[src/rtl/csr_access_unit_if.sv]
// CSR access unit bus: issue request, regfile read/write port,
// and response handshake.
interface csr_access_unit_if #(
  parameter int DATA_WIDTH = 32,
  parameter int ADDR_WIDTH = 6
);
  logic                  req_valid;
  logic                  req_ready;
  logic [1:0]            req_op;
  logic [ADDR_WIDTH-1:0] req_addr;
  logic [DATA_WIDTH-1:0] req_src;
  logic                  req_src_zero;
  logic                  flush;
  logic [ADDR_WIDTH-1:0] read_addr;
  logic [DATA_WIDTH-1:0] read_data;
  logic                  write_en;
  logic [ADDR_WIDTH-1:0] write_addr;
  logic [DATA_WIDTH-1:0] write_data;
  logic                  resp_valid;
  logic                  resp_ready;
  logic [DATA_WIDTH-1:0] resp_data;
  logic                  resp_illegal;

  modport master (
    output req_valid, req_op, req_addr, req_src,
    output req_src_zero, flush, read_data, resp_ready,
    input  req_ready, read_addr, write_en, write_addr,
    input  write_data, resp_valid, resp_data, resp_illegal
  );

  modport slave (
    input  req_valid, req_op, req_addr, req_src,
    input  req_src_zero, flush, read_data, resp_ready,
    output req_ready, read_addr, write_en, write_addr,
    output write_data, resp_valid, resp_data, resp_illegal
  );
endinterface

[src/rtl/csr_access_unit.sv]
// CSR read-modify-write sequencer: IDLE -> READ -> WRITE -> RESP,
// one request in flight, RW/RS/RC ops with read-only CSR detection.
module csr_access_unit #(
  parameter int DATA_WIDTH = 32,
  parameter int ADDR_WIDTH = 6
) (
  input logic               clk,
  input logic               rst,
  csr_access_unit_if.slave  bus
);
  typedef enum logic [1:0] {
    IDLE,
    READ,
    WRITE,
    RESP
  } state_e;

  state_e state_q, state_d;

  logic [1:0]            op_q;
  logic [ADDR_WIDTH-1:0] addr_q;
  logic [DATA_WIDTH-1:0] src_q;
  logic                  zero_q;
  logic [DATA_WIDTH-1:0] old_q;

  logic                  ro;
  logic                  would_wr;
  logic                  do_wr;
  logic                  is_ill;
  logic [DATA_WIDTH-1:0] new_val;

  always_comb begin
    ro       = (addr_q[ADDR_WIDTH-1 -: 2] == 2'b11);
    // RS/RC with a zero operand is a pure read and never writes
    would_wr = (op_q == 2'b01) ||
               ((op_q != 2'b00) && !zero_q);
    do_wr    = would_wr && !ro;
    is_ill   = (op_q == 2'b00) || (ro && would_wr);
    unique case (op_q)
      2'b10:   new_val = old_q | src_q;
      2'b11:   new_val = old_q & ~src_q;
      default: new_val = src_q;
    endcase
  end

  always_ff @(posedge clk or posedge rst) begin
    if (rst) begin
      state_q <= IDLE;
      op_q    <= '0;
      addr_q  <= '0;
      src_q   <= '0;
      zero_q  <= 1'b0;
      old_q   <= '0;
    end else begin
      state_q <= state_d;
      if (state_q == IDLE && bus.req_valid) begin
        op_q   <= bus.req_op;
        addr_q <= bus.req_addr;
        src_q  <= bus.req_src;
        zero_q <= bus.req_src_zero;
      end
      if (state_q == READ) begin
        old_q <= bus.read_data;
      end
    end
  end

  always_comb begin
    state_d          = state_q;
    bus.req_ready    = 1'b0;
    bus.read_addr    = '0;
    bus.write_en     = 1'b0;
    bus.write_addr   = '0;
    bus.write_data   = '0;
    bus.resp_valid   = 1'b0;
    bus.resp_data    = '0;
    bus.resp_illegal = 1'b0;
    unique case (state_q)
      IDLE: begin
        bus.req_ready = !rst;
        if (bus.req_valid && !rst) begin
          state_d = READ;
        end
      end
      READ: begin
        bus.read_addr = addr_q;
        state_d = bus.flush ? IDLE : WRITE;
      end
      WRITE: begin
        // flush is ignored here so the write stays atomic
        bus.write_en   = do_wr;
        bus.write_addr = addr_q;
        bus.write_data = new_val;
        state_d = RESP;
      end
      RESP: begin
        bus.resp_valid   = !bus.flush;
        bus.resp_illegal = is_ill && !bus.flush;
        if (!bus.flush && op_q != 2'b00) begin
          bus.resp_data = old_q;
        end
        if (bus.flush || bus.resp_ready) begin
          state_d = IDLE;
        end
      end
      default: state_d = IDLE;
    endcase
  end
endmodule

[src/flat_wrapper.sv]
// flat-port wrapper written by rule: the top's interface ports become plain ports
module csr_access_unit_flat 
#(
  parameter int DATA_WIDTH = 32,
  parameter int ADDR_WIDTH = 6
)
  (clk, rst, bus_req_valid, bus_req_op, bus_req_addr, bus_req_src, bus_req_src_zero, bus_flush, bus_read_data, bus_resp_ready, bus_req_ready, bus_read_addr, bus_write_en, bus_write_addr, bus_write_data, bus_resp_valid, bus_resp_data, bus_resp_illegal);
  csr_access_unit_if #(.DATA_WIDTH(DATA_WIDTH), .ADDR_WIDTH(ADDR_WIDTH)) bus_i ();
  input logic clk;
  input logic rst;
  input wire logic [$bits(bus_i.req_valid)-1:0] bus_req_valid;
  input wire logic [$bits(bus_i.req_op)-1:0] bus_req_op;
  input wire logic [$bits(bus_i.req_addr)-1:0] bus_req_addr;
  input wire logic [$bits(bus_i.req_src)-1:0] bus_req_src;
  input wire logic [$bits(bus_i.req_src_zero)-1:0] bus_req_src_zero;
  input wire logic [$bits(bus_i.flush)-1:0] bus_flush;
  input wire logic [$bits(bus_i.read_data)-1:0] bus_read_data;
  input wire logic [$bits(bus_i.resp_ready)-1:0] bus_resp_ready;
  output wire logic [$bits(bus_i.req_ready)-1:0] bus_req_ready;
  output wire logic [$bits(bus_i.read_addr)-1:0] bus_read_addr;
  output wire logic [$bits(bus_i.write_en)-1:0] bus_write_en;
  output wire logic [$bits(bus_i.write_addr)-1:0] bus_write_addr;
  output wire logic [$bits(bus_i.write_data)-1:0] bus_write_data;
  output wire logic [$bits(bus_i.resp_valid)-1:0] bus_resp_valid;
  output wire logic [$bits(bus_i.resp_data)-1:0] bus_resp_data;
  output wire logic [$bits(bus_i.resp_illegal)-1:0] bus_resp_illegal;
  assign bus_i.req_valid = bus_req_valid;
  assign bus_i.req_op = bus_req_op;
  assign bus_i.req_addr = bus_req_addr;
  assign bus_i.req_src = bus_req_src;
  assign bus_i.req_src_zero = bus_req_src_zero;
  assign bus_i.flush = bus_flush;
  assign bus_i.read_data = bus_read_data;
  assign bus_i.resp_ready = bus_resp_ready;
  assign bus_req_ready = bus_i.req_ready;
  assign bus_read_addr = bus_i.read_addr;
  assign bus_write_en = bus_i.write_en;
  assign bus_write_addr = bus_i.write_addr;
  assign bus_write_data = bus_i.write_data;
  assign bus_resp_valid = bus_i.resp_valid;
  assign bus_resp_data = bus_i.resp_data;
  assign bus_resp_illegal = bus_i.resp_illegal;
  csr_access_unit #(.DATA_WIDTH(DATA_WIDTH), .ADDR_WIDTH(ADDR_WIDTH)) u_core (.clk(clk), .rst(rst), .bus(bus_i));
endmodule
[config.mk]
export PLATFORM = sky130hd
export DESIGN_NAME = csr_access_unit_flat
export DESIGN_NICKNAME = d
export VERILOG_FILES = /design/src/rtl/csr_access_unit_if.sv /design/src/rtl/csr_access_unit.sv /design/src/flat_wrapper.sv
export SDC_FILE = /design/constraint.sdc
export NUM_CORES = 1
export LEC_CHECK = 0
export BUFFER_PORTS_ARGS = -buffer_cell sky130_fd_sc_hd__buf_4
export CAP_MARGIN = 30
export CORE_ASPECT_RATIO = 0.9
export CORE_MARGIN = 1.5
export CORE_UTILIZATION = 44
export CTS_BUF_LIST = sky130_fd_sc_hd__clkbuf_8 sky130_fd_sc_hd__clkbuf_16
export CTS_CLUSTER_SIZE = 20
export DETAILED_ROUTE_END_ITERATION = 6
export PLACE_DENSITY = 0.76
export SETUP_SLACK_MARGIN = 0.15
export SKIP_CTS_REPAIR_TIMING = 1
export SLEW_MARGIN = 40
export SYNTH_ARGS = -nofsm -noshare
export SYNTH_HDL_FRONTEND = slang
export SYNTH_SLANG_ARGS = --single-unit
[constraint.sdc]
create_clock -name clk -period 2.4 [get_ports clk]
set_input_delay 0.48 -clock clk [delete_from_list [all_inputs] [get_ports clk]]
set_output_delay 0.48 -clock clk [all_outputs]
set_load 0.01 [all_outputs]
==> results.cfg <==
[route]
via_per_inst = 4.938
drt-initial-drc-count = 98
ant_nets = 0
wire_per_inst_um = 15.52
firstDrtPassIters = 4
vias = 3047
drc = 0
wirelength_um = 9575

[finish]
layout_commonest_cell = buf_4
nets = 571
stdcell_area_um2 = 5459
diodes = 0
final_cell_mix = buf_4 (165), dfrtp_1 (72), and2_1 (44)
fill_cells = 731
drive_gt1_frac = 0.5361
areaGrowthSynthToFinish_pct = 37.24

[worst_hold_path]
hold_class = input pin to asynchronous set/reset pin

[synthesis]
synth-compound-area-share = 0.04876
ys_ff_latch = 75
syn_area_um2 = 3978
syn_area_per_cell_um2 = 11.84
synth_nets = 414
synth_top_family_by_area = multiplexers
yosysUniqueCellTypes = 25
yosys_warnings = 0
synth_xor_xnor_area_share = 0
yosys.area_share.adder = 0
synthCells = 336
synthMuxAreaShare = 0.2488
yosys.area_share.simple = 0.1790
ys_seq_area_frac = 0.4718

[clocking]
cts_tree = done
cts.reportedPaths.clkPinSlew_ps = 80
cts_made_buffers = 9
insertion_delay_ps = 350
clk_path_buf_depth = 2
htree_levels = 3
cts_sinks = 75
cts_root_buf = clkbuf_8

[placement]
dp_hpwl_um = 6931
gp_congestion = 0.7921
pre_cts_slack_ps = 405.9
dpl_cell_area_um2 = 5251
portBuffers = 157

[global_routing]
grt_usage = 0.1984
grt.overflow.total = 0
grt_pass1_wl_um = 14570
antenna_found_initial = 0
grt_max_degree = 76
grt_pass1_vias = 2922

[sta]
fin_crit_ps = 2145
rsz0062_at_grt = no
setup_viol = 0
fin_tns_setup_ps = 0
hold_viol = 0
slew_headroom = 0.6931
post-route-period-util = 0.8936
drv_slew = 0
fin_ws_ps = 255.3
worst_pin_slew_ps = 460.3
fmax_ghz = 0.4663
finClkSkew_ps = 10.38

[setup_path]
worstSetupPathType = register to output pin
r2r_end = u_core.src_q[19]
path_cells = nand3b_1 -> nor2_2 -> buf_4 -> and2_1 -> buf_4
max_stage_delay_ps = 440
critPathMostFrequentCell = buf_4
worstPathRequired_ps = 1920
start_kind = register
end_kind = output pin
slowest_stage = dfrtp_2
critPathArrivalTime_ps = 1660
worstPathMaxFanout = 18
worstRegToRegCells = 4
rrSetupSlack_ps = 690

[floorplan]
fp-row-count = 32
initial_utilization = 0.4578
die_h_um = 93.20
coreArea_um2 = 8688
ios = 158
die_w_um = 103.2
dieArea_um2 = 9620

[flow_run]
drv_cap = 0

[power_and_ir_drop]
power.leakage_nw = 2.659
power_per_cell_area_nw_per_um2 = 1276
peakVddDrop_mv = 0.5733

[status]
status = completed
critical path, delay by kind of cell (launching register included):
kind | cells | cell delay (ps)
buffers and inverters | 2 | 350
DFF | 1 | 440
and+or+nand+nor | 3 | 520
kinds of logic after synthesis:
logic type / Yosys count
AO/OA/AOI/OAI: 37
flip-flops: 75
buffers and inverters: 27
multiplexers: 74
AND/OR/NAND/NOR: 123
cells in the mapped netlist, drive strengths merged:
cell type,count,share of area
and2b,1,0.0022
nand2b,1,0.0016
and2,45,0.071
nor3,1,0.0013
inv,4,0.0038
nand2,35,0.033
nor2,7,0.0072
a32o,1,0.0025
buf,17,0.042
dfrtp,75,0.47
mux2,73,0.25
a211oi,1,0.0019
clkbuf,6,0.0057
a21oi,33,0.042
a31oi,1,0.0016
nand3b,33,0.062
o21ai,1,0.0013
mux2i,1,0.0025
sequential cells by signal, indices dropped and copies added, names as in the netlist, named ones only:
register and count:
u_core.zero_q 1, u_core.src_q 32, u_core.state_q 1, u_core.old_q 32, u_core.op_q 2, u_core.addr_q 6
metal layers:
| metal | vias to the layer above | GRT usage | wire length, um |
|---|---|---|---|
| met1 | 1474 | 0.2796 | 4513 |
| met2 | 107 | 0.2999 | 4384 |
| met4 | 0 | 0.07095 | 119 |
| met3 | 9 | 0.04410 | 557 |
| li1 | 1457 | - | - |
| met5 | - | 0 | 0 |
worst max-delay path by stage:
| stage | startpoint | to | slack [ps] | depth (start not counted) |
|---|---|---|---|---|
| floorplan | rst | u_core.state_q[0] | 210 | 2 |
| detailed placement | bus_flush | bus_resp_data[31] | 410 | 6 |
| global placement | bus_flush | bus_resp_data[31] | 430 | 6 |
| finish | register | bus_resp_data[31] | 260 | 5 |
| CTS | u_core.op_q[1] | bus_write_data[14] | 120 | 4 |
| global route | register | bus_resp_data[10] | 160 | 5 |
cell type report:
class / instances / area (um^2) / share of cell area
inverter: 4 / 18.77 / 0.003438
clock buffer: 9 / 123.9 / 0.02269
sequential: 75 / 1881 / 0.3445
clock inverter: 7 / 76.32 / 0.01398
multi-input combinational: 234 / 1901 / 0.3482
timing repair buffer: 169 / 1310 / 0.2400
tap: 119 / 148.9 / 0.02727
where the power goes:
| part | internal [mW] | switching (mW) | leakage (nW) |
|---|---|---|---|
| clock network | 0.488 | 0.505 | 0.0962 |
| registers | 1.93 | 0.542 | 0.878 |
| logic | 2.04 | 1.46 | 1.68 |
metrics by stage:
| step | cells | utilization | hold WS [ps] | power, mW |
|---|---|---|---|---|
| 2_1_floorplan | 336 | - | 487.5 | 4.772 |
| 3_3_place_gp | 601 | 0.6044 | 502.9 | 5.894 |
| 3_5_place_dp | 601 | 0.6044 | 508.0 | 6.014 |
| 4_1_cts | 617 | 0.6274 | 273.6 | 7.027 |
| 5_1_grt | 617 | 0.6283 | 301.7 | 7.439 |
| 6_report | 617 | 0.6283 | 277.5 | 6.967 |
(Power assumes the default switching activity.)
